File: src/rtl/or_8way_if.sv
// Signal bundle for the reduction-OR detector: vector and clear in, OR result
// plus its registered companions out.
interface or_8way_if #(
  parameter int WIDTH = 8,
  parameter int IDX_W = 3
);
  logic [WIDTH-1:0] in;
  logic             clr;
  logic             out;
  logic             out_q;
  logic             sticky;
  logic [IDX_W-1:0] idx;
  logic             idx_valid;

  modport master (
    output in, clr,
    input  out, out_q, sticky, idx, idx_valid
  );

  modport slave (
    input  in, clr,
    output out, out_q, sticky, idx, idx_valid
  );
endinterface

File: src/rtl/or_8way.sv
// Reduction-OR leaf detector: combinational OR, a registered copy, a sticky
// any-seen flag, and the registered index of the lowest set bit.
module or_8way #(
  parameter int WIDTH = 8,
  parameter int IDX_W = 3
) (
  input  logic      clk,
  input  logic      rst_n,
  or_8way_if.slave  bus
);

  // The tree is built over the next power of two; pad leaves are tied to 0.
  localparam int LEAVES = 1 << IDX_W;

  genvar l, k;
  generate
    for (l = 0; l <= IDX_W; l++) begin : g_lvl
      logic [(LEAVES >> l)-1:0] v;
      if (l == 0) begin : g_leaf
        for (k = 0; k < LEAVES; k++) begin : g_pad
          if (k < WIDTH) begin : g_real
            assign v[k] = bus.in[k];
          end else begin : g_zero
            assign v[k] = 1'b0;
          end
        end
      end else begin : g_node
        for (k = 0; k < (LEAVES >> l); k++) begin : g_or
          assign v[k] = g_lvl[l-1].v[2*k] | g_lvl[l-1].v[2*k+1];
        end
      end
    end
  endgenerate

  logic any_set;
  assign any_set = g_lvl[IDX_W].v[0];
  assign bus.out = any_set;

  // Lowest set bit wins: scanning downward lets lower indices overwrite.
  logic [IDX_W-1:0] low_idx;
  always_comb begin
    low_idx = '0;
    for (int i = WIDTH - 1; i >= 0; i--) begin
      if (bus.in[i]) low_idx = IDX_W'(i);
    end
  end

  logic             out_dly_d, out_dly_q;
  logic             sticky_d, sticky_q;
  logic [IDX_W-1:0] idx_d, idx_q;
  logic             idx_valid_d, idx_valid_q;

  always_comb begin
    out_dly_d   = any_set;
    // Clear wins over hold, but a bit seen in the same cycle re-arms the flag.
    sticky_d    = bus.clr ? any_set : (sticky_q | any_set);
    idx_d       = any_set ? low_idx : idx_q;
    idx_valid_d = any_set;
  end

  always_ff @(posedge clk or negedge rst_n) begin
    if (!rst_n) begin
      out_dly_q   <= 1'b0;
      sticky_q    <= 1'b0;
      idx_q       <= '0;
      idx_valid_q <= 1'b0;
    end else begin
      out_dly_q   <= out_dly_d;
      sticky_q    <= sticky_d;
      idx_q       <= idx_d;
      idx_valid_q <= idx_valid_d;
    end
  end

  assign bus.out_q     = out_dly_q;
  assign bus.sticky    = sticky_q;
  assign bus.idx       = idx_q;
  assign bus.idx_valid = idx_valid_q;

endmodule

File: src/flat_wrapper.sv
// flat-port wrapper written by rule: the top's interface ports become plain ports
module or_8way_flat 
#(
  parameter int WIDTH = 8,
  parameter int IDX_W = 3
)
  (clk, rst_n, bus_in, bus_clr, bus_out, bus_out_q, bus_sticky, bus_idx, bus_idx_valid);
  or_8way_if #(.WIDTH(WIDTH), .IDX_W(IDX_W)) bus_i ();
  input  logic clk;
  input  logic rst_n;
  input wire logic [$bits(bus_i.in)-1:0] bus_in;
  input wire logic [$bits(bus_i.clr)-1:0] bus_clr;
  output wire logic [$bits(bus_i.out)-1:0] bus_out;
  output wire logic [$bits(bus_i.out_q)-1:0] bus_out_q;
  output wire logic [$bits(bus_i.sticky)-1:0] bus_sticky;
  output wire logic [$bits(bus_i.idx)-1:0] bus_idx;
  output wire logic [$bits(bus_i.idx_valid)-1:0] bus_idx_valid;
  assign bus_i.in = bus_in;
  assign bus_i.clr = bus_clr;
  assign bus_out = bus_i.out;
  assign bus_out_q = bus_i.out_q;
  assign bus_sticky = bus_i.sticky;
  assign bus_idx = bus_i.idx;
  assign bus_idx_valid = bus_i.idx_valid;
  or_8way #(.WIDTH(WIDTH), .IDX_W(IDX_W)) u_core (.clk(clk), .rst_n(rst_n), .bus(bus_i));
endmodule
File: config.mk
export PLATFORM = sky130hd
export DESIGN_NAME = or_8way_flat
export DESIGN_NICKNAME = d
export VERILOG_FILES = /design/src/rtl/or_8way_if.sv /design/src/rtl/or_8way.sv /design/src/flat_wrapper.sv
export SDC_FILE = /design/constraint.sdc
export NUM_CORES = 1
export LEC_CHECK = 0
export BUFFER_PORTS_ARGS = -buffer_cell sky130_fd_sc_hd__clkbuf_2
export CAP_MARGIN = 20
export CELL_PAD_IN_SITES_DETAIL_PLACEMENT = 0
export CELL_PAD_IN_SITES_GLOBAL_PLACEMENT = 2
export CORE_MARGIN = 3
export CORE_UTILIZATION = 17
export DETAILED_ROUTE_END_ITERATION = 10
export PLACE_DENSITY = 0.7
export RECOVER_POWER = 100
export SYNTH_ARGS = -nofsm -noshare
export SYNTH_HDL_FRONTEND = slang
export SYNTH_SLANG_ARGS = --single-unit
File: constraint.sdc
create_clock -name clk -period 1.2 [get_ports clk]
set_clock_uncertainty 0.1 [all_clocks]
set_input_delay 0.06 -clock clk [delete_from_list [all_inputs] [get_ports clk]]
set_output_delay 0.06 -clock clk [all_outputs]
set_load 0.1 [all_outputs]
==> metrics <==
max_cap viols 0; Max transition margin between 80% and 90%; crit path capture type output port; GR peak layer met2; Final min period approximately 1.2 ns; Clk Tree Root Cell clkbuf_4; reg2reg start u_core.bus.idx[1]$_DFFE_PN0P_; post-synth top area cell dfrtp_1; post-DR wirelength/cell just over 9 um; number of nets still failing antenna checks after routing 0; die area ~0.0018 mm^2; most frequent cells in the layout 8 x clkbuf_2, 7 x buf_12, 7 x buf_4, 4 x dlygate4sd3_1; drt first pass iters 3; Clock Latency Late Sink about 0.24 ns; Hold Fails Final Rpt 1; synth warn 0; chip height ~43 um; final core occ between 40 and 50%; Post-Syn Nets 36; chip width about 43 um; P&R area growth vs syn 148%; Lkg Pwr ~0.27 nW; global-route wire length before repair ~1.1 mm; slowest cell on the critical path or4_4; I/O pins 18; critical path data required time 1.04 ns; multi-input logic area roughly 99 um^2; WP data arrival roughly 1.0 ns; std cell rows 12; number of antenna diodes 0; xor/xnor share of the synthesized area 0%; Max H-tree Level 1; worst path cell trace buf_6 > or4_4 > nor2_4 > inv_2 > buf_12; placed insts 60; via count 290; met3 Use GR 5.93%; slowest stage delay, CP roughly 0.54 ns; Synth Area per Inst just over 9 um^2; CTS clk-pin slew, worst paths 0.04 ns; R2R cell count 4; top-area cell type share of the netlist area between 50% and 60%; complex-gate fraction of the synthesized area approximately 12%; Synth Cell Area about 230 um^2; M2 GR Usage about 9.9%; initial cell density of the core 19.6%; Seq/Total Area, Yosys about 54%; unrepaired setup endpoints after global routing true; max frequency between 800 and 900 MHz; Final GP Congestion between 0.7 and 0.8; via/cell ratio 4.14; DR iter-0 viols 1; crit start category input port; crit-path max FO 2; mux cell area share after synthesis 0%; # clock sinks 5; largest net degree at the start of global routing 6; hold crit path type input port to register; Setup violations, final 1; worst setup margin -0.00403 ns; maximum vdd drop 0.000448 V; status finished with violations; Post-Place Setup Slack -0.0948 ns; core area around 0.0012 mm^2; Synth Area in Adders 0%; clock buffer count from CTS 3; DRT Wirelength approximately 640 um; largest family of logic cells by synthesized area simple AND/OR/NAND/NOR gates; Post-Synth Simple-Gate Area about a quarter; overall routing resource usage between 8 and 9%; vias in the first global route ~270; hpwl dp ~530 um; Reg-to-Reg End u_core.bus.idx[1]$_DFFE_PN0P_; Non-Filler Instances 70; top cells by area, synth dfrtp_1 54%, nor3_1 8.6%, inv_1 6.5%; GR Layer Usage met1 9.41%; Synth cell types 12; Pwr Density between 800 and 900 mW/mm^2; r2r setup slk 0.12 ns; Yosys reg bits 5; Critical Path Source bus_in[0]; kind of critical path input port to output port; failing checks hold timing, setup timing; cell count after synthesis 25; GR Overflow Total 0; measured slew at the worst slew-check pin around 0.26 ns; setup TNS -0.00403 ns; Post-layout nets 68; TritonCTS clock tree built; Max Buffers Root-to-Sink 2; port bufs 17; layout cell share with drive strength beyond 1 between 60% and 70%; hold slack final -0.0115 ns; initial antenna violation count 0; Final Max Slew Viols 0; FF+latch area 133 um^2; Tcrit/Tclk final 100%; most common cell after layout, fill and taps aside clkbuf_2; post-route DRC violation count 0; fillcell total 108; Critical Path End bus_out
[stage by stage]
stage / instance area [um^2] / total power [mW]
3_5_place_dp: 483 / 0.305
3_3_place_gp: 483 / 0.303
4_1_cts: 573 / 0.512
2_1_floorplan: 245 / 0.237
5_1_grt: 578 / 0.540
6_report: 578 / 0.507
[per-layer routing]
metal / up-vias / part of all wire, %
met3: 4 / 10
met2: 14 / 45
li1: 148 / -
met1: 124 / 40
met5: - / 0
met4: 0 / 4.9
[worst max-delay path, delay by kind of cell]
| family | cells | cell delay (ns) |
|---|---|---|
| simple gates | 2 | 0.67 |
| buf+inv | 3 | 0.31 |
[sequential cells by signal, indices dropped and copies added (netlist names)]
register	count
u_core.bus.idx	3
u_core.bus.out_q	1
u_core.bus.sticky	1
[cell usage after synthesis, drive strengths merged]
library cell / instances
nor2: 3
a21oi: 2
o31a: 1
dfrtp: 5
nand2: 1
inv: 4
buf: 1
or4: 2
o21ai: 2
nor3: 4
[report_power, final]
part / leakage (nW) / internal, mW / switching (mW) / total, mW
clock network: 0.0150 / 0.125 / 0.0637 / 0.189
logic: 0.206 / 0.0649 / 0.0701 / 0.135
registers: 0.0521 / 0.177 / 0.00629 / 0.183
total: 0.273 / 0.367 / 0.140 / 0.507
[how the worst min path moves through the flow]
stage | startpoint | end | cells after the start
finish | bus_in[0] | u_core.bus.idx[2]$_DFFE_PN0P_ | 3
global route | bus_in[0] | u_core.bus.idx[2]$_DFFE_PN0P_ | 3
CTS | bus_in[0] | u_core.bus.idx[2]$_DFFE_PN0P_ | 3
detailed placement | rst_n | u_core.bus.out_q$_DFF_PN0_ | 1
global placement | rst_n | u_core.bus.out_q$_DFF_PN0_ | 1
floorplan | rst_n | u_core.bus.idx[0]$_DFFE_PN0P_ | 0
[logic make-up after synthesis]
| group | after synthesis |
|---|---|
| flip-flops | 5 |
| AND/OR/NAND/NOR | 10 |
| buffers and inverters | 5 |
| AO/OA/AOI/OAI | 5 |
[area by class of cell]
class                           count  area share (%)
Sequential cell                     5            22.9
Clock buffer                        4            4.55
Timing Repair Buffer               28            49.8
Multi-Input combinational cell     15            17.1
Inverter                            4            2.60
Tap cell                           14            3.03
[what timing repair did]
action                                  4_1_cts  5_1_grt
pin swaps                                     2        2
endpoints found under the setup margin        1        1
endpoints found under the hold margin         8        0
resized for setup                             3        1
hold buffers                                  4        0
buffers inserted                              2        0
Note: power is estimated with default switching activity, not from simulation.
